### config.mk
export PLATFORM = sky130hd
export DESIGN_NAME = register_n
export DESIGN_NICKNAME = d
export VERILOG_FILES = /design/src/rtl/register_n.sv
export SDC_FILE = /design/constraint.sdc
export NUM_CORES = 1
export LEC_CHECK = 0
export CAP_MARGIN = 10
export CORE_ASPECT_RATIO = 1.2
export CORE_MARGIN = 2
export CORE_UTILIZATION = 42
export CTS_CLUSTER_SIZE = 30
export DETAILED_ROUTE_END_ITERATION = 16
export GPL_ROUTABILITY_DRIVEN = 0
export PLACE_DENSITY = 0.88
export REMOVE_ABC_BUFFERS = 1
export SYNTH_ARGS = -nofsm -noshare
export SYNTH_HDL_FRONTEND = slang
export SYNTH_SLANG_ARGS = --single-unit
### constraint.sdc
create_clock -name i_Clock -period 2.6 [get_ports i_Clock]
set_input_delay 0.52 -clock i_Clock [delete_from_list [all_inputs] [get_ports i_Clock]]
set_output_delay 0.52 -clock i_Clock [all_outputs]
set_load 0.05 [all_outputs]
### src/rtl/register_n.sv
// -----------------------------------------------------------------------------
// register_n
//
// Purpose:
//   Generic N-bit storage register with a write enable and an asynchronous,
//   active-high reset. This is the basic state element for pipeline registers,
//   the PC, and CSR/GPR holding cells. i_D is loaded on a rising clock edge
//   when i_WriteEnable is high. Otherwise the stored value is held.
//
// Parameters:
//   N            data width in bits (N >= 1), default 32
//   RESET_VALUE  value forced onto o_Q while i_Reset is high. Because it is
//                typed as N bits, it is truncated or extended at elaboration.
//
// Ports:
//   i_Clock        in   1  rising-edge clock
//   i_Reset        in   1  asynchronous, active-high reset (dominates write)
//   i_WriteEnable  in   1  1 = capture i_D on the next rising edge, 0 = hold
//   i_D            in   N  data to store
//   o_Q            out  N  stored value, driven directly from flops
//   o_Parity       out  1  registered even parity (^data) of the stored word.
//                          Present only when REGISTER_N_PARITY_EN is defined.
//
// Configuration:
//   `define REGISTER_N_PARITY_EN  adds the o_Parity port and its flop.
//   When the macro is undefined, the port list is exactly
//   clock, reset, write enable, D, Q.
// -----------------------------------------------------------------------------
module register_n #(
  parameter int           N           = 32,
  parameter logic [N-1:0] RESET_VALUE = '0
) (
  input  logic         i_Clock,
  input  logic         i_Reset,
  input  logic         i_WriteEnable,
  input  logic [N-1:0] i_D,
  output logic [N-1:0] o_Q
`ifdef REGISTER_N_PARITY_EN
  ,
  output logic         o_Parity
`endif
);

  // Reset has priority over the write enable. A clock edge that arrives while
  // i_Reset is high never loads i_D. When the enable is low, the missing else
  // branch is the intended hold: it is a flop, not a latch.
  always_ff @(posedge i_Clock or posedge i_Reset) begin
    if (i_Reset) begin
      // NOTE: sequential state uses non-blocking assignments so that every
      // flop samples the pre-edge values, whatever the evaluation order.
      o_Q <= RESET_VALUE;
    end else if (i_WriteEnable) begin
      o_Q <= i_D;
    end
  end

`ifdef REGISTER_N_PARITY_EN
  // The parity bit is stored alongside the data rather than derived from o_Q.
  // This keeps it a true flop output, updated on exactly the same edges as
  // o_Q, so a later consumer can compare the two to detect upsets.
  localparam logic RESET_PARITY = ^RESET_VALUE;

  always_ff @(posedge i_Clock or posedge i_Reset) begin
    if (i_Reset) begin
      o_Parity <= RESET_PARITY;
    end else if (i_WriteEnable) begin
      o_Parity <= ^i_D;
    end
  end
`endif

endmodule

==> summary.txt <==
layout net count: 175
FP Rows: 22
Die Wd: 55.7 um
Root Driver: clkbuf_4
final non-filler cell total: 177
share of layout cells above drive strength 1: 30.5%
normalized max-slew margin: 61.7%
maximum VDD drop: 478 uV
Area Growth Syn to Fin: 52.3%
Worst-Margin Slew: 0.575 ns
crit end category: output pin
final period utilization: 78.5%
total track usage: 17.7%
Worst-path clk slew: 0.10 ns
cts hold-fix bufs: 0
io pins: 67
Post-Synthesis Cells: 69
GRT met2 Usage: 31.3%
residual DRC count: 0
Final setup viols: 0
Worst Slack Setup Final: 0.558 ns
Synth area leaders: dfrtp_1 (59%), mux2_4 (33%), buf_12 (4.5%)
Critical Path AT: 1.52 ns
Routed Antenna Nets: 0
Pwr per Cell Area: 639 nW/um^2
detailed-route via count: 836
CP required: 2.08 ns
wire per inst: 16.1 um
nature of the critical path startpoint: flop
hold crit path type: reg -> reg
final hold vios: 0
Buf+Inv Stages, Crit Path: 1
CTS tree: yes
Buffers on Ports: 66
htree depth: 2
Vias/cell: 4.72
dpl ws: 0.911 ns
Inserted Clock Buffers: 5
CTS max path bufs: 2
vias in the first global route: 930
synthesized area: 1350 sq um
yosys warns: 0
initial drt markers: 4
CP max stage delay: 0.82 ns
Leak Pwr: 0.939 nW
met3 Usage GRT: 6.26%
share of the synthesized area in the top cell type: 59.4%
Worst path top cell family by delay: buffers and inverters
Largest regs: o_Q x32
M1 GR Usage: 18.9%
WS Path Type: reg -> out
Final min period: 2.04 ns
DR pass1 iterations: 3
setup_tns: 0 ns
CP Cell Sequence: clkdlybuf4s50_1
unrepaired setup endpoints after global routing: false
Fillers: 217
largest area contributor in the netlist: dfrtp_1
largest net degree at the start of global routing: 33
Netlist cell types: 6
Resized cells post-CTS: 0
Avg Synthesized Cell Area: 19.5 sq um
Ant. Diodes: 0
CTS Sinks: 32
worst-path fanout max: 2
fmax: 0.490 GHz
final WL: 2.86 mm
dpl hpwl: 2.07 mm
status: finished clean
max reg flops: 32
setup skew after layout: 0 ns
Post-CTS Repair Setup Buffers: 0
GRT busiest layer: met2
clk_lat worst skew: 0.32 ns
Critical-path top delay cell: clkdlybuf4s50_1
#FFs+latches synth: 32
total gr overflow: 0
first-pass GRT wire length: 4.71 mm
register area share after synthesis: 59.4%
core footprint: 3060 sq um
Die Y: 66.1 um
initial antenna violation count: 0
die footprint: 3680 sq um
number of max-cap violations: 0
count of pins over their slew limit: 0
Starting Density: 44.1%
register name with the most flops: o_Q
DP Cell Count: 169
-- layer usage --
| metal | vias up | part of all wire [%] |
|---|---|---|
| met5 | - | 0 |
| met4 | 0 | 1.3 |
| met3 | 4 | 6.0 |
| met2 | 37 | 55 |
| met1 | 418 | 38 |
| li1 | 377 | - |
-- cells in the final DEF (no fill, tap or decap) --
cell and n:
clkbuf_4 5, inv_1 1, buf_4 2, mux2_4 30, clkdlybuf4s50_1 65, clkinv_2 2, buf_2 1, mux2_2 2
clkbuf_8 1, dfrtp_1 32
-- power breakdown --
part           switching, W  internal (W)  leakage, nW  total [W]
Combinational      0.000247      0.000199        0.527   0.000446
Sequential        0.0000279      0.000547        0.374   0.000575
Clock              0.000164      0.000129       0.0380   0.000292
Total              0.000438      0.000875        0.939    0.00131
-- cell families after synthesis --
| group | synth area share, % |
|---|---|
| flip-flops | 59.4 |
| multiplexers | 35.1 |
| buffers and inverters | 5.57 |
-- per-stage QoR --
| stage | util [%] | total power (W) | cell area [sq um] | hold WS [ns] |
|---|---|---|---|---|
| final | 67.2 | 0.00131 | 2050 | 0.515 |
| after global routing | 67.2 | 0.00137 | 2050 | 0.537 |
| after CTS | 67.2 | 0.00133 | 2050 | 0.518 |
| after detailed placement | 65.2 | 0.00103 | 1990 | 0.492 |
| after global placement | 65.2 | 0.00102 | 1990 | 0.492 |
| after floorplan | - | 0.000848 | 1280 | 0.636 |
-- synthesized netlist by cell type (all sizes together) --
cell type,n
inv,1
mux2,32
buf,4
dfrtp,32
-- area by class of cell --
cell class                 instances  area, sq um  share of cell area (%)
sequential                        32          801                    39.0
tap                               36         45.0                    2.19
inverter                           1         3.75                   0.183
multi-input combinational         32          473                    23.0
clock buffer                       6         51.3                    2.50
clock inverter                     2         10.0                   0.487
timing repair buffer              68          671                    32.6
-- worst paths after layout --
| path | from | end | slack [ns] | cells after the start |
|---|---|---|---|---|
| worst max-delay path | o_Q[7] | o_Q[7] | 0.56 | 1 |
| worst min-delay path | o_Q[25] | o_Q[25] | 0.52 | 1 |
| worst max register to register | o_Q[12] | o_Q[12] | 1.82 | 1 |
| worst min register to register | o_Q[25] | o_Q[25] | 0.52 | 1 |
| max in group asynchronous | i_Reset | o_Q[16] | 1.74 | 3 |
| min in group asynchronous | i_Reset | o_Q[31] | 0.57 | 3 |
Note: power is estimated with default switching activity, not from simulation.
